--- config.mk ---
export PLATFORM = sky130hd
export DESIGN_NAME = node_rx_sink
export DESIGN_NICKNAME = d
export VERILOG_FILES = /design/src/rtl/node_rx_sink.sv
export SDC_FILE = /design/constraint.sdc
export NUM_CORES = 1
export LEC_CHECK = 0
export CAP_MARGIN = 20
export CORE_MARGIN = 3
export CORE_UTILIZATION = 40
export CTS_CLUSTER_DIAMETER = 100
export CTS_CLUSTER_SIZE = 30
export DETAILED_ROUTE_END_ITERATION = 8
export SLEW_MARGIN = 10
export SYNTH_ARGS = -nofsm -noshare
export SYNTH_HDL_FRONTEND = slang
export SYNTH_SLANG_ARGS = --single-unit
--- constraint.sdc ---
create_clock -name clk -period 2.3 [get_ports clk]
set_input_delay 0.345 -clock clk [delete_from_list [all_inputs] [get_ports clk]]
set_output_delay 0.345 -clock clk [all_outputs]
set_load 0.005 [all_outputs]
--- src/rtl/node_rx_sink.sv ---
// node_rx_sink: receive endpoint of a mesh node's router local port (4-phase link, framing parser, payload FIFO).
// Define NODE_RX_CHECKSUM_EN to verify each tail flit against the XOR of the packet's body payloads.
module node_rx_sink #(
  parameter int NODE_ID    = 0,
  parameter int FIFO_DEPTH = 4
) (
  input  logic        clk,
  input  logic        rst,
  input  logic [17:0] data_in,
  input  logic        req_in,
  output logic        ack_out,
  input  logic        rd_en,
  output logic [20:0] rd_data,
  output logic        empty,
  output logic [15:0] pkt_count,
  output logic [7:0]  err_count,
  output logic        pkt_done
);

  localparam int AW = $clog2(FIFO_DEPTH);
  localparam int CW = AW + 1;
  localparam logic [3:0]  MY_ID   = 4'(NODE_ID);
  localparam logic [CW:0] DEPTH_V = (CW + 1)'(FIFO_DEPTH);
  localparam logic [1:0]  T_HEAD  = 2'b01;
  localparam logic [1:0]  T_BODY  = 2'b10;
  localparam logic [1:0]  T_TAIL  = 2'b11;

  typedef enum logic [1:0] {H_SYNC, H_WAIT, H_ACK} hs_state_t;
  typedef enum logic [1:0] {P_HEAD, P_BODY, P_TAIL, P_DROP} p_state_t;

  hs_state_t     hs_state;
  p_state_t      p_state;
  p_state_t      head_next;
  logic [17:0]   flit;
  logic          flit_valid;
  logic [1:0]    ftype;
  logic          head_match;
  logic [3:0]    src_q;
  logic [7:0]    rem;
  logic          csum_ok;
  logic [1:0]    err_inc;
  logic [8:0]    err_sum;
  logic          push;
  logic          pop;
  logic          full;
  logic [20:0]   push_data;
  logic [20:0]   mem [FIFO_DEPTH];
  logic [AW-1:0] wr_ptr;
  logic [AW-1:0] rd_ptr;
  logic [CW-1:0] count;

  assign ftype      = flit[17:16];
  assign head_match = (flit[11:8] == MY_ID);
  assign head_next  = !head_match ? P_DROP : ((flit[7:0] == 8'd0) ? P_TAIL : P_BODY);

  // A captured flit may still push next cycle, so it is counted as occupancy.
  assign full = ({1'b0, count} + {{CW{1'b0}}, flit_valid}) >= DEPTH_V;

  always_ff @(posedge clk or posedge rst) begin
    if (rst) begin
      hs_state   <= H_SYNC;
      ack_out    <= 1'b0;
      flit       <= '0;
      flit_valid <= 1'b0;
    end else begin
      flit_valid <= 1'b0;
      case (hs_state)
        H_SYNC: begin
          ack_out <= 1'b0;
          if (!req_in) hs_state <= H_WAIT;
        end
        H_WAIT: begin
          if (req_in && !full) begin
            flit       <= data_in;
            flit_valid <= 1'b1;
            ack_out    <= 1'b1;
            hs_state   <= H_ACK;
          end
        end
        H_ACK: begin
          if (!req_in) begin
            ack_out  <= 1'b0;
            hs_state <= H_WAIT;
          end
        end
        default: begin
          ack_out  <= 1'b0;
          hs_state <= H_SYNC;
        end
      endcase
    end
  end

`ifdef NODE_RX_CHECKSUM_EN
  logic [15:0] xor_q;

  assign csum_ok = (flit[15:0] == xor_q);

  always_ff @(posedge clk or posedge rst) begin
    if (rst) begin
      xor_q <= '0;
    end else if (flit_valid && p_state != P_DROP && ftype == T_HEAD && head_match) begin
      xor_q <= '0;
    end else if (push) begin
      xor_q <= xor_q ^ flit[15:0];
    end
  end
`else
  assign csum_ok = 1'b1;
`endif

  // An unexpected head costs one error, plus one more if it is then rejected for its destination.
  always_comb begin
    err_inc = 2'd0;
    if (flit_valid) begin
      case (p_state)
        P_HEAD: err_inc = (ftype == T_HEAD) ? {1'b0, !head_match} : 2'd1;
        P_BODY, P_TAIL: begin
          if (ftype == T_HEAD)
            err_inc = 2'd1 + {1'b0, !head_match};
          else if (p_state == P_BODY)
            err_inc = (ftype == T_BODY) ? 2'd0 : 2'd1;
          else
            err_inc = (ftype == T_TAIL) ? {1'b0, !csum_ok} : 2'd1;
        end
        default: err_inc = 2'd0;
      endcase
    end
  end

  assign push      = flit_valid && (p_state == P_BODY) && (ftype == T_BODY);
  assign push_data = {src_q, (rem == 8'd1), flit[15:0]};

  always_ff @(posedge clk or posedge rst) begin
    if (rst) begin
      p_state   <= P_HEAD;
      src_q     <= '0;
      rem       <= '0;
      pkt_count <= '0;
      pkt_done  <= 1'b0;
    end else begin
      pkt_done <= 1'b0;
      if (flit_valid) begin
        if (p_state == P_DROP) begin
          if (ftype == T_TAIL) p_state <= P_HEAD;
        end else if (ftype == T_HEAD) begin
          p_state <= head_next;
          if (head_match) begin
            src_q <= flit[15:12];
            rem   <= flit[7:0];
          end
        end else if (p_state == P_BODY) begin
          if (ftype == T_BODY) begin
            rem <= rem - 8'd1;
            if (rem == 8'd1) p_state <= P_TAIL;
          end else if (ftype == T_TAIL) begin
            p_state <= P_HEAD;
          end
        end else if (p_state == P_TAIL && ftype == T_TAIL) begin
          p_state <= P_HEAD;
          if (csum_ok) begin
            pkt_done  <= 1'b1;
            pkt_count <= pkt_count + 16'd1;
          end
        end
      end
    end
  end

  assign err_sum = {1'b0, err_count} + {7'd0, err_inc};

  always_ff @(posedge clk or posedge rst) begin
    if (rst) err_count <= '0;
    else     err_count <= err_sum[8] ? 8'hFF : err_sum[7:0];
  end

  assign empty   = (count == '0);
  assign pop     = rd_en && !empty;
  assign rd_data = empty ? '0 : mem[rd_ptr];

  always_ff @(posedge clk or posedge rst) begin
    if (rst) begin
      wr_ptr <= '0;
      rd_ptr <= '0;
      count  <= '0;
    end else begin
      if (push) wr_ptr <= wr_ptr + AW'(1);
      if (pop)  rd_ptr <= rd_ptr + AW'(1);
      count <= count + CW'(push) - CW'(pop);
    end
  end

  always_ff @(posedge clk) begin
    if (push) mem[wr_ptr] <= push_data;
  end

endmodule

# Yosys cells after proc, flatten, opt, wreduce, memory -nomap -nowiden
# Memory sizes are Yosys's and may differ from the RTL's.
# Cells that the tools add are included.
# word_totals
register_bits	68
ram_bits	84
inputBits	22
output_inout_bits	48
word_cells	103
n_memories	1
# memory_table
name	words	word_bits	rd	rd_ports_with_merged_regs	write_ports	line	rtl
mem	4	21	1	0	1	47	logic [20:0] mem [FIFO_DEPTH];
# classes
n_addsub	9
n_lt_le_gt_ge	1
eq_ne	14
muxes	37
bitwise	3
n_reduce_logical	25
# op_table
cell	n
2-to-1 mux 8 bit	5
2-to-1 mux 2 bit	13
2-to-1 mux 21 bit	1
adder 16 x 1 -> 16 bit, second input constant	1
2-to-1 mux 1 bit	15
== test 2 bit, second input constant	5
AND reduction 5 bit	2
adder 8 x 2 -> 9 bit	1
== test 8 x 1 -> 1 bit, second input constant	1
logical NOT 8 bit	1
!= test 2 bit, second input constant	4
one-hot mux 2 bit (2 select lines)	2
subtractor 8 x 1 -> 8 bit, second input constant	1
== test 2 x 1 -> 1 bit, second input constant	3
AND reduction 2 bit	3
logical AND 1 bit	5
!= test 5 x 4 -> 1 bit, second input constant	1
adder 2 x 1 -> 2 bit, second input constant	2
adder 3 x 1 -> 4 bit	1
greater-or-equal comparator 4 x 3 -> 1 bit, second input constant	1
logical NOT 2 bit	2
logical NOT 4 bit	1
AND reduction 4 bit	1
nonzero test 2 bit	2
10 further kinds	15

# Logic depth before layout (Yosys ltp)
# Gate-level depths: netlist (run 1).
# depth
depth_word	8
ltp_mapped	13

# Worst setup path before layout (run 1)
# No wires, ideal clock.
# synth_path
path_kind	register -> register
startpoint	reg p_state[1]
endpoint	reg err_count[4]
arrival_ns	2.457
required_ns	2.217
path_slack_ns	-0.239
path_stages_with_launch	14
path_buffers	1
period_less_slack_ns	2.539
path_cell_list	dfrtp_1 > inv_1 > ha_1 > buf_6 > mux2i_1 > mux2_2 > a22oi_1 > nor2_1 > ha_1 > inv_1 > fa_1 > nor3_1 > nand4_1 > o21ai_0
# synth_between
elab_chain_cells	7
elab_cells_between_ends	10
classes_between	add/sub: 1; eq/ne: 2; mux: 5; reduce/logical: 2
# synth_rtl
item	line	rtl
start, declared	32	p_state_t p_state;
start signal, assigned	147	p_state <= head_next;
== test 2 x 1 -> 1 bit	116, 121	
2-to-1 mux 1 bit	121	else if (p_state == P_BODY)
2-to-1 mux 2 bit	119	if (ftype == T_HEAD)
one-hot mux 2 bit (2 select lines) *	116	case (p_state)
2-to-1 mux 2 bit *	115	if (flit_valid) begin
adder 8 x 2 -> 9 bit *	170	assign err_sum = {1'b0, err_count} + {7'd0, err_inc};
2-to-1 mux 8 bit *	174	else err_count <= err_sum[8] ? 8'hFF : err_sum[7:0];
end signal, assigned	174	
end, declared	16	output logic [7:0] err_count,
# Every way passes the cells marked *; elsewhere a longest branch is shown, timed or not.
# A chain may end at the register's enable or synchronous reset.

# Worst setup path after layout (run 1)
# layout_path
startpoint	reg flit[9]
endpoint	reg err_count[6]
# layout_between
elab_chain_cells	8
elab_cells_between_ends	9
classes_between	add/sub: 2; mux: 5; reduce/logical: 2
# layout_rtl
item	line	rtl
start, declared	34	logic [17:0] flit;
start signal, assigned	74	flit <= data_in;
logical NOT 4 bit *	53	assign head_match = (flit[11:8] == MY_ID);
logical NOT 1 bit *	117, 120	
adder 1 x 1 -> 2 bit	120	err_inc = 2'd1 + {1'b0, !head_match};
2-to-1 mux 2 bit	119	
one-hot mux 2 bit (2 select lines) *	116	
2-to-1 mux 2 bit *	115	
adder 8 x 2 -> 9 bit *	170	
2-to-1 mux 8 bit *	174	
# Marks and branches as above.

==> results.sh, run 1 <==
export IMPL_critical_path_endpoint_type="flop"
export IMPL_met3_usage=0.0494
export IMPL_leakagePower_nw=3.45
export IMPL_startpoint="flit[9]"
export IMPL_dpl_worst_slack_ns=-0.146
export IMPL_synth_edf_count=84
export IMPL_path_cells="nor4_4 -> mux2_4 -> a22oi_2 -> nor2_1 -> ha_2 -> inv_2 -> fa_2 -> nor3_4 -> buf_4 -> buf_6 -> a21oi_2 -> a31oi_1"
export IMPL_wire_per_inst_um=17.7
export IMPL_synthTopCellsByArea="edfxtp_1 37%, dfrtp_1 25%, mux4_2 7.0%, mux2_2 4.4%, ha_1 3.7%"
export IMPL_cts_tree="yes"
export IMPL_maxSlewViolCount=0
export IMPL_cp_max_fo=3
export IMPL_drive_above_1_share=0.303
export IMPL_syn_area_mm2=0.00673
export IMPL_fmax_ghz=0.412
export IMPL_fill_cells=1331
export IMPL_synth_distinct_cells=49
export IMPL_grt_overflow=0
export IMPL_clk_path_buf_depth=2
export IMPL_start_kind="flop"
export IMPL_status="complete, but fails checks"
export IMPL_area_growth_pct=29.7
export IMPL_rsz0062_at_grt="true"
export IMPL_finClkSkew_ns=0.00545
export IMPL_final_hold_viol_count=0
export IMPL_ant_nets=0
export IMPL_grt_use_total=0.164
export IMPL_async_flop_share=0.447
export IMPL_slew_headroom=0.524
export IMPL_synth_top_cell_area_share=0.375
export IMPL_min_period_ns=2.43
export IMPL_grt_pass1_vias=4328
export IMPL_finalSetupViolCount=8
export IMPL_drtIter0Drc=337
export IMPL_cap_violations=0
export IMPL_synth_most_common_cell="edfxtp_1"
export IMPL_vias_per_cell=5.20
export IMPL_cts_hold_buffers=0
export IMPL_violations="setup timing"
export IMPL_grt_pass1_wl_um=22900
export IMPL_fin_crit_sh=1.05
export IMPL_initial_core_util=0.416
export IMPL_final_util=0.540
export IMPL_dieHeight_um=136
export IMPL_core_area_mm2=0.0162
export IMPL_synth_nets=500
export IMPL_n_antenna_cell=0
export IMPL_syn_area_per_cell_um2=14.8
export IMPL_grt_max_degree=51
export IMPL_cts_sinks=152
export IMPL_htree_levels=4
export IMPL_power_density_mw_per_mm2=1170
export IMPL_max_stage_delay_ns=0.41
export IMPL_synth_commonest_cells="84 x edfxtp_1, 68 x dfrtp_1, 26 x mux2_2"
export IMPL_synth_top_cell_by_area="edfxtp_1"
export IMPL_crit_required_ns=2.63
export IMPL_tightest_slew_ns=0.709
export IMPL_worst_r2r_path_depth=12
export IMPL_synth_seq_area_share=0.628
export IMPL_slowest_stage="dfrtp_1"
export IMPL_grtUsageMet1=0.204
export IMPL_gp_congestion=0.836
export IMPL_hold_path_class="input port to asynchronous set/reset pin"
export IMPL_numCtsBuffers=17
export IMPL_fin_ws_ns=-0.126
export IMPL_drc=0
export IMPL_dr_total_vias=4208
export IMPL_drtPass1Iterations=4
export IMPL_cts_root_buf="clkbuf_16"
export IMPL_placed_cells=761
export IMPL_io_pins=70
export IMPL_fp_dieW_um=136
export IMPL_syn_inst=456
export IMPL_yosysWarnings=0
export IMPL_clk_pin_slew_ns=0.06
export IMPL_port_buffer_count=69
export IMPL_grt_busiest_layer="met2"
export IMPL_synthFlopType="edfxtp_1"
export IMPL_hpwl_um=9470
export IMPL_antenna_found_initial=0
export IMPL_fin_cells=810
export IMPL_worstPathArrival_ns=2.76
export IMPL_routed_wirelength_um=14300
export IMPL_rr_startpoint="flit[9]"
export IMPL_ys_ff_latch=152
export IMPL_die_area_mm2=0.0184
export IMPL_fin_nets=625
export IMPL_gr_usage_met2=0.278
export IMPL_clkLatencyLatePin_ns=0.42
export IMPL_ir_drop_v=0.000669
export IMPL_placementRows=46
export IMPL_critPathKind="flop to flop"
[power breakdown]
group / total [mW] / switching (mW) / internal, mW
Clock: 2.76 / 1.10 / 1.66
Combinational: 3.48 / 1.55 / 1.93
Sequential: 4.00 / 0.523 / 3.48
[timing repair]
item | 4_1_cts | 5_1_grt
resized for setup | 58 | 40
buffers inserted | 10 | 8
endpoints found under the setup margin | 30 | 27
hold endpoints to repair | 0 | 0
pin swaps | 3 | 8
cloned | 1 | 1
[per-stage QoR]
step	hold slack (ns)	setup TNS (ns)	power [mW]	cell area (um^2)
finish	0.105	-0.623	10.2	8730
global route	0.108	-1.90	10.9	8730
CTS	0.0895	-0.903	10.3	8670
detailed placement	0.478	-0.677	7.32	7950
global placement	0.472	-0.0186	7.21	7950
floorplan	0.427	-0.0318	5.83	6740
[path summary, 6_finish.rpt]
check                           endpoint  slack, ns
min reg2reg                pkt_count[15]       0.47
max in group asynchronous      rd_ptr[0]       1.70
min                         err_count[7]       0.11
max reg2reg                 err_count[6]      -0.13
max                         err_count[6]      -0.13
min in group clk           pkt_count[15]       0.47
[worst max-delay path: cells and delay by family, from the launching register on]
kind | cells | cell delay [ns]
multiplexers | 1 | 0.22
AO/OA/AOI/OAI | 3 | 0.26
flip-flops | 1 | 0.41
AND/OR/NAND/NOR | 3 | 0.62
adder cells (fa/ha/maj) | 2 | 0.57
buffers and inverters | 3 | 0.27
[flip-flops by register name (all words and copies together) (netlist names)]
| register | flops |
|---|---|
| pkt_count | 16 |
| p_state | 2 |
| src_q | 4 |
| rd_ptr | 2 |
| flit_valid | 1 |
| err_count | 8 |
| rem | 8 |
| mem | 84 |
| hs_state | 2 |
| wr_ptr | 2 |
| ack_out | 1 |
| count | 3 |
| flit | 18 |
| pkt_done | 1 |
[placed cells by master (no fill, tap or decap), types with 4 or more instances in the layout]
master           netlist  final
clkbuf_16              0     17
nor2b_1               25     20
nor3b_1                7      7
ha_1                  20     17
and2_1                 4      4
dfrtp_1               68     67
buf_2                  5      4
edfxtp_1              84     84
buf_4                  1     41
clkdlybuf4s50_1        0     48
buf_12                 0      6
inv_2                  0      5
mux4_2                21     21
a21oi_1                8      7
nor2_1                18     18
xnor2_1               12     12
nand2_1               22     22
buf_6                  2      4
xor2_1                10     10
a41oi_1                6      6
clkinvlp_4             0      4
mux2_2                26     24
nor2b_4                0      4
o21ai_0               13     12
clkbuf_2               0     12
nand4_1               13     13
inv_1                 23     18
nand3_1               12     12
o211ai_1               4      4
[per-layer routing]
metal / routed length, um / up-vias
met4: 160 / 0
met2: 7340 / 109
li1: - / 1952
met1: 6090 / 2134
met3: 757 / 13
met5: 0 / -
[cells by family after synthesis]
family / count (synthesis) / share of synthesized area
AOI/OAI and AO/OA: 43 / 0.0433
muxes: 49 / 0.117
adders and majority gates: 22 / 0.0431
DFF: 152 / 0.628
buffers and inverters: 41 / 0.0266
xor gates and xnor gates: 22 / 0.0286
and+or+nand+nor: 127 / 0.114
[area by class of cell]
class | count | area, um^2 | share of cell area
Sequential cell | 152 | 4230 | 0.484
Inverter | 23 | 86.3 | 0.00989
Tap cell | 216 | 270 | 0.0310
Clock inverter | 13 | 143 | 0.0163
Clock buffer | 19 | 453 | 0.0519
Multi-Input combinational cell | 263 | 2420 | 0.277
Timing Repair Buffer | 124 | 1130 | 0.130
Note: power is estimated with default switching activity, not from simulation.
==> run 2, diff against run 1 <==
REMOVE_ABC_BUFFERS = 1   (was not set)
==> run 2 against run 1 <==
Effect of this change: the flow still finishes with violations (setup timing); flip-flop and latch count stayed put; count of clock-buffer cells in the layout rose by 2; final cell count decreased by 0.25%; clock power is 3% higher; via count decreased by 0.50%; sequential power barely moved; largest cell class unchanged; critical endpoint is now err_count[4]; maximum frequency grew 0.99%; largest power group unchanged; non-clock buffer count fell by 2; sequential share of layout area shrank 0.074 points; global-route usage decreased by 0.14 points.
==> results.sh, run 2 (synthesized netlist as in run 1, its figures left out) <==
export IMPL_min_period_ns=2.40
export IMPL_finalSetupViolCount=8
export IMPL_gp_congestion=0.840
export IMPL_drive_above_1_share=0.294
export IMPL_cts_sinks=152
export IMPL_wire_per_inst_um=17.7
export IMPL_top_regs="mem (84), flit (18), pkt_count (16)"
export IMPL_antenna_found_initial=0
export IMPL_n_antenna_cell=0
export IMPL_clk_path_buf_depth=2
export IMPL_final_hold_viol_count=0
export IMPL_leakagePower_nw=3.43
export IMPL_final_common_cell="edfxtp_1"
export IMPL_initial_core_util=0.416
export IMPL_maxSlewViolCount=0
export IMPL_dieHeight_um=136
export IMPL_io_pins=70
export IMPL_layout_common_cells="84 x edfxtp_1, 63 x dfrtp_1, 48 x clkdlybuf4s50_1"
export IMPL_hpwl_um=8640
export IMPL_fp_dieW_um=136
export IMPL_power_mw=10.4
export IMPL_fin_nets=623
export IMPL_combPwrFrac=0.340
export IMPL_intPower_mw=7.21
export IMPL_critical_path_endpoint_type="flop"
export IMPL_start_kind="flop"
export IMPL_finClkSkew_ns=0.00764
export IMPL_placementRows=46
export IMPL_hold_path_class="input port to asynchronous set/reset pin"
export IMPL_tns_ns=-0.525
export IMPL_status="complete, but fails checks"
export IMPL_tightest_slew_ns=0.706
export IMPL_grt_pass1_wl_um=22800
export IMPL_grt_overflow=0
export IMPL_worstPathArrival_ns=2.75
export IMPL_port_buffer_count=69
export IMPL_grt_max_degree=69
export IMPL_cap_violations=0
export IMPL_top_register="mem"
export IMPL_ir_drop_v=0.000634
export IMPL_cts_tree="yes"
export IMPL_final_util=0.541
export IMPL_cp_max_fo=6
export IMPL_dr_total_vias=4187
export IMPL_grt_pass1_vias=4332
export IMPL_dpl_cell_area_mm2=0.00794
export IMPL_p_switching_mw=3.14
export IMPL_numCtsBuffers=17
export IMPL_ant_nets=0
export IMPL_clkLatencyLatePin_ns=0.42
export IMPL_htree_levels=4
export IMPL_p_clk_frac=0.275
export IMPL_drtPass1Iterations=5
export IMPL_fin_ws_ns=-0.102
export IMPL_violations="setup timing"
export IMPL_area_growth_pct=30.1
export IMPL_vias_per_cell=5.18
export IMPL_fin_crit_sh=1.04
export IMPL_power_density_mw_per_mm2=1180
export IMPL_clk_pin_slew_ns=0.06
export IMPL_routed_wirelength_um=14300
export IMPL_crit_required_ns=2.65
export IMPL_rsz0062_at_grt="true"
export IMPL_fmax_ghz=0.416
export IMPL_drc=0
export IMPL_cts_root_buf="clkbuf_16"
export IMPL_die_area_mm2=0.0184
export IMPL_stdcell_area_mm2=0.00875
export IMPL_drtIter0Drc=309
export IMPL_switching_share=0.304
export IMPL_largest_reg_flops=84
export IMPL_grt_use_total=0.162
export IMPL_core_area_mm2=0.0162
export IMPL_slew_headroom=0.526
export IMPL_power_frac_seq=0.385
export IMPL_critPathKind="flop to flop"
export IMPL_fill_cells=1313
==> run 2: cell types whose count changed in the layout (fill, tap and decap cells not counted), moves of 3 or more <==
cell and delta:
buf_2 +7, buf_6 +4, nor2b_1 +3, buf_8 -3, dfrtp_1 -4, clkdlybuf4s15_1 +7, clkbuf_2 -12, dfrtp_2 +4
buf_4 -4
==> run 2: per-layer routing <==
metal  wire length [um]  part of all wire  vias to the layer above  track usage
li1                   -                 -                     1940            -
met1               6480              0.45                     2100        0.216
met2               6900              0.48                      132        0.261
met3                706             0.049                       15       0.0498
met4                191             0.013                        0       0.0420
met5                  0                 0                        -            0
==> run 2: path summary, 6_finish.rpt <==
path,from,endpoint,cells after the start,slack [ns]
max in group asynchronous,rst,flit[17],3,1.67
setup / recovery,flit[10],err_count[4],10,-0.10
hold reg to reg,pkt_count[15],pkt_count[15],1,0.47
min in group clk,pkt_count[15],pkt_count[15],1,0.47
setup reg to reg,flit[10],err_count[4],10,-0.10
hold / removal,rst,count[2],3,0.32
==> run 2: cell type report <==
class | count | area [um^2] | area share
Clock buffer | 21 | 460 | 0.0526
Clock inverter | 11 | 145 | 0.0166
Inverter | 23 | 86.3 | 0.00986
Multi-Input combinational cell | 263 | 2410 | 0.276
Sequential cell | 152 | 4230 | 0.483
Tap cell | 216 | 270 | 0.0309
Timing Repair Buffer | 122 | 1150 | 0.131
==> run 2: per-stage QoR <==
stage | setup WS [ns] | cells | hold WS [ns]
after detailed placement | -0.272 | 757 | 0.472
after floorplan | -0.835 | 438 | 0.427
after global routing | -0.229 | 808 | 0.369
after CTS | -0.125 | 801 | 0.328
final | -0.102 | 808 | 0.322
after global placement | -0.147 | 757 | 0.468
==> run 2: critical path: stages (launching register included) <==
cell and delay (ns):
dfrtp_1 0.41, nor4_4 0.38, mux2_4 0.23, a22oi_2 0.08, nor2_2 0.09, ha_2 0.19, inv_2 0.04, fa_2 0.36
nor3_4 0.16, nand4_1 0.25, o21ai_1 0.15
==> run 2: timing repair <==
| item | in CTS | in global routing |
|---|---|---|
| buffers inserted | 11 | 10 |
| cloned | 2 | 2 |
| pin swaps | 6 | 8 |
| resized for setup | 75 | 27 |
| hold buffers | 0 | 0 |
| setup endpoints to repair | 30 | 31 |
==> run 2: power groups by stage <==
stage	clock network [mW]	logic, mW	registers (mW)
final	2.85	3.52	3.99
after global routing	3.05	3.87	4.07
after CTS	2.91	3.47	3.98
after detailed placement	0	3.31	4.01
after global placement	0	3.25	3.97
after floorplan	0	1.71	4.01
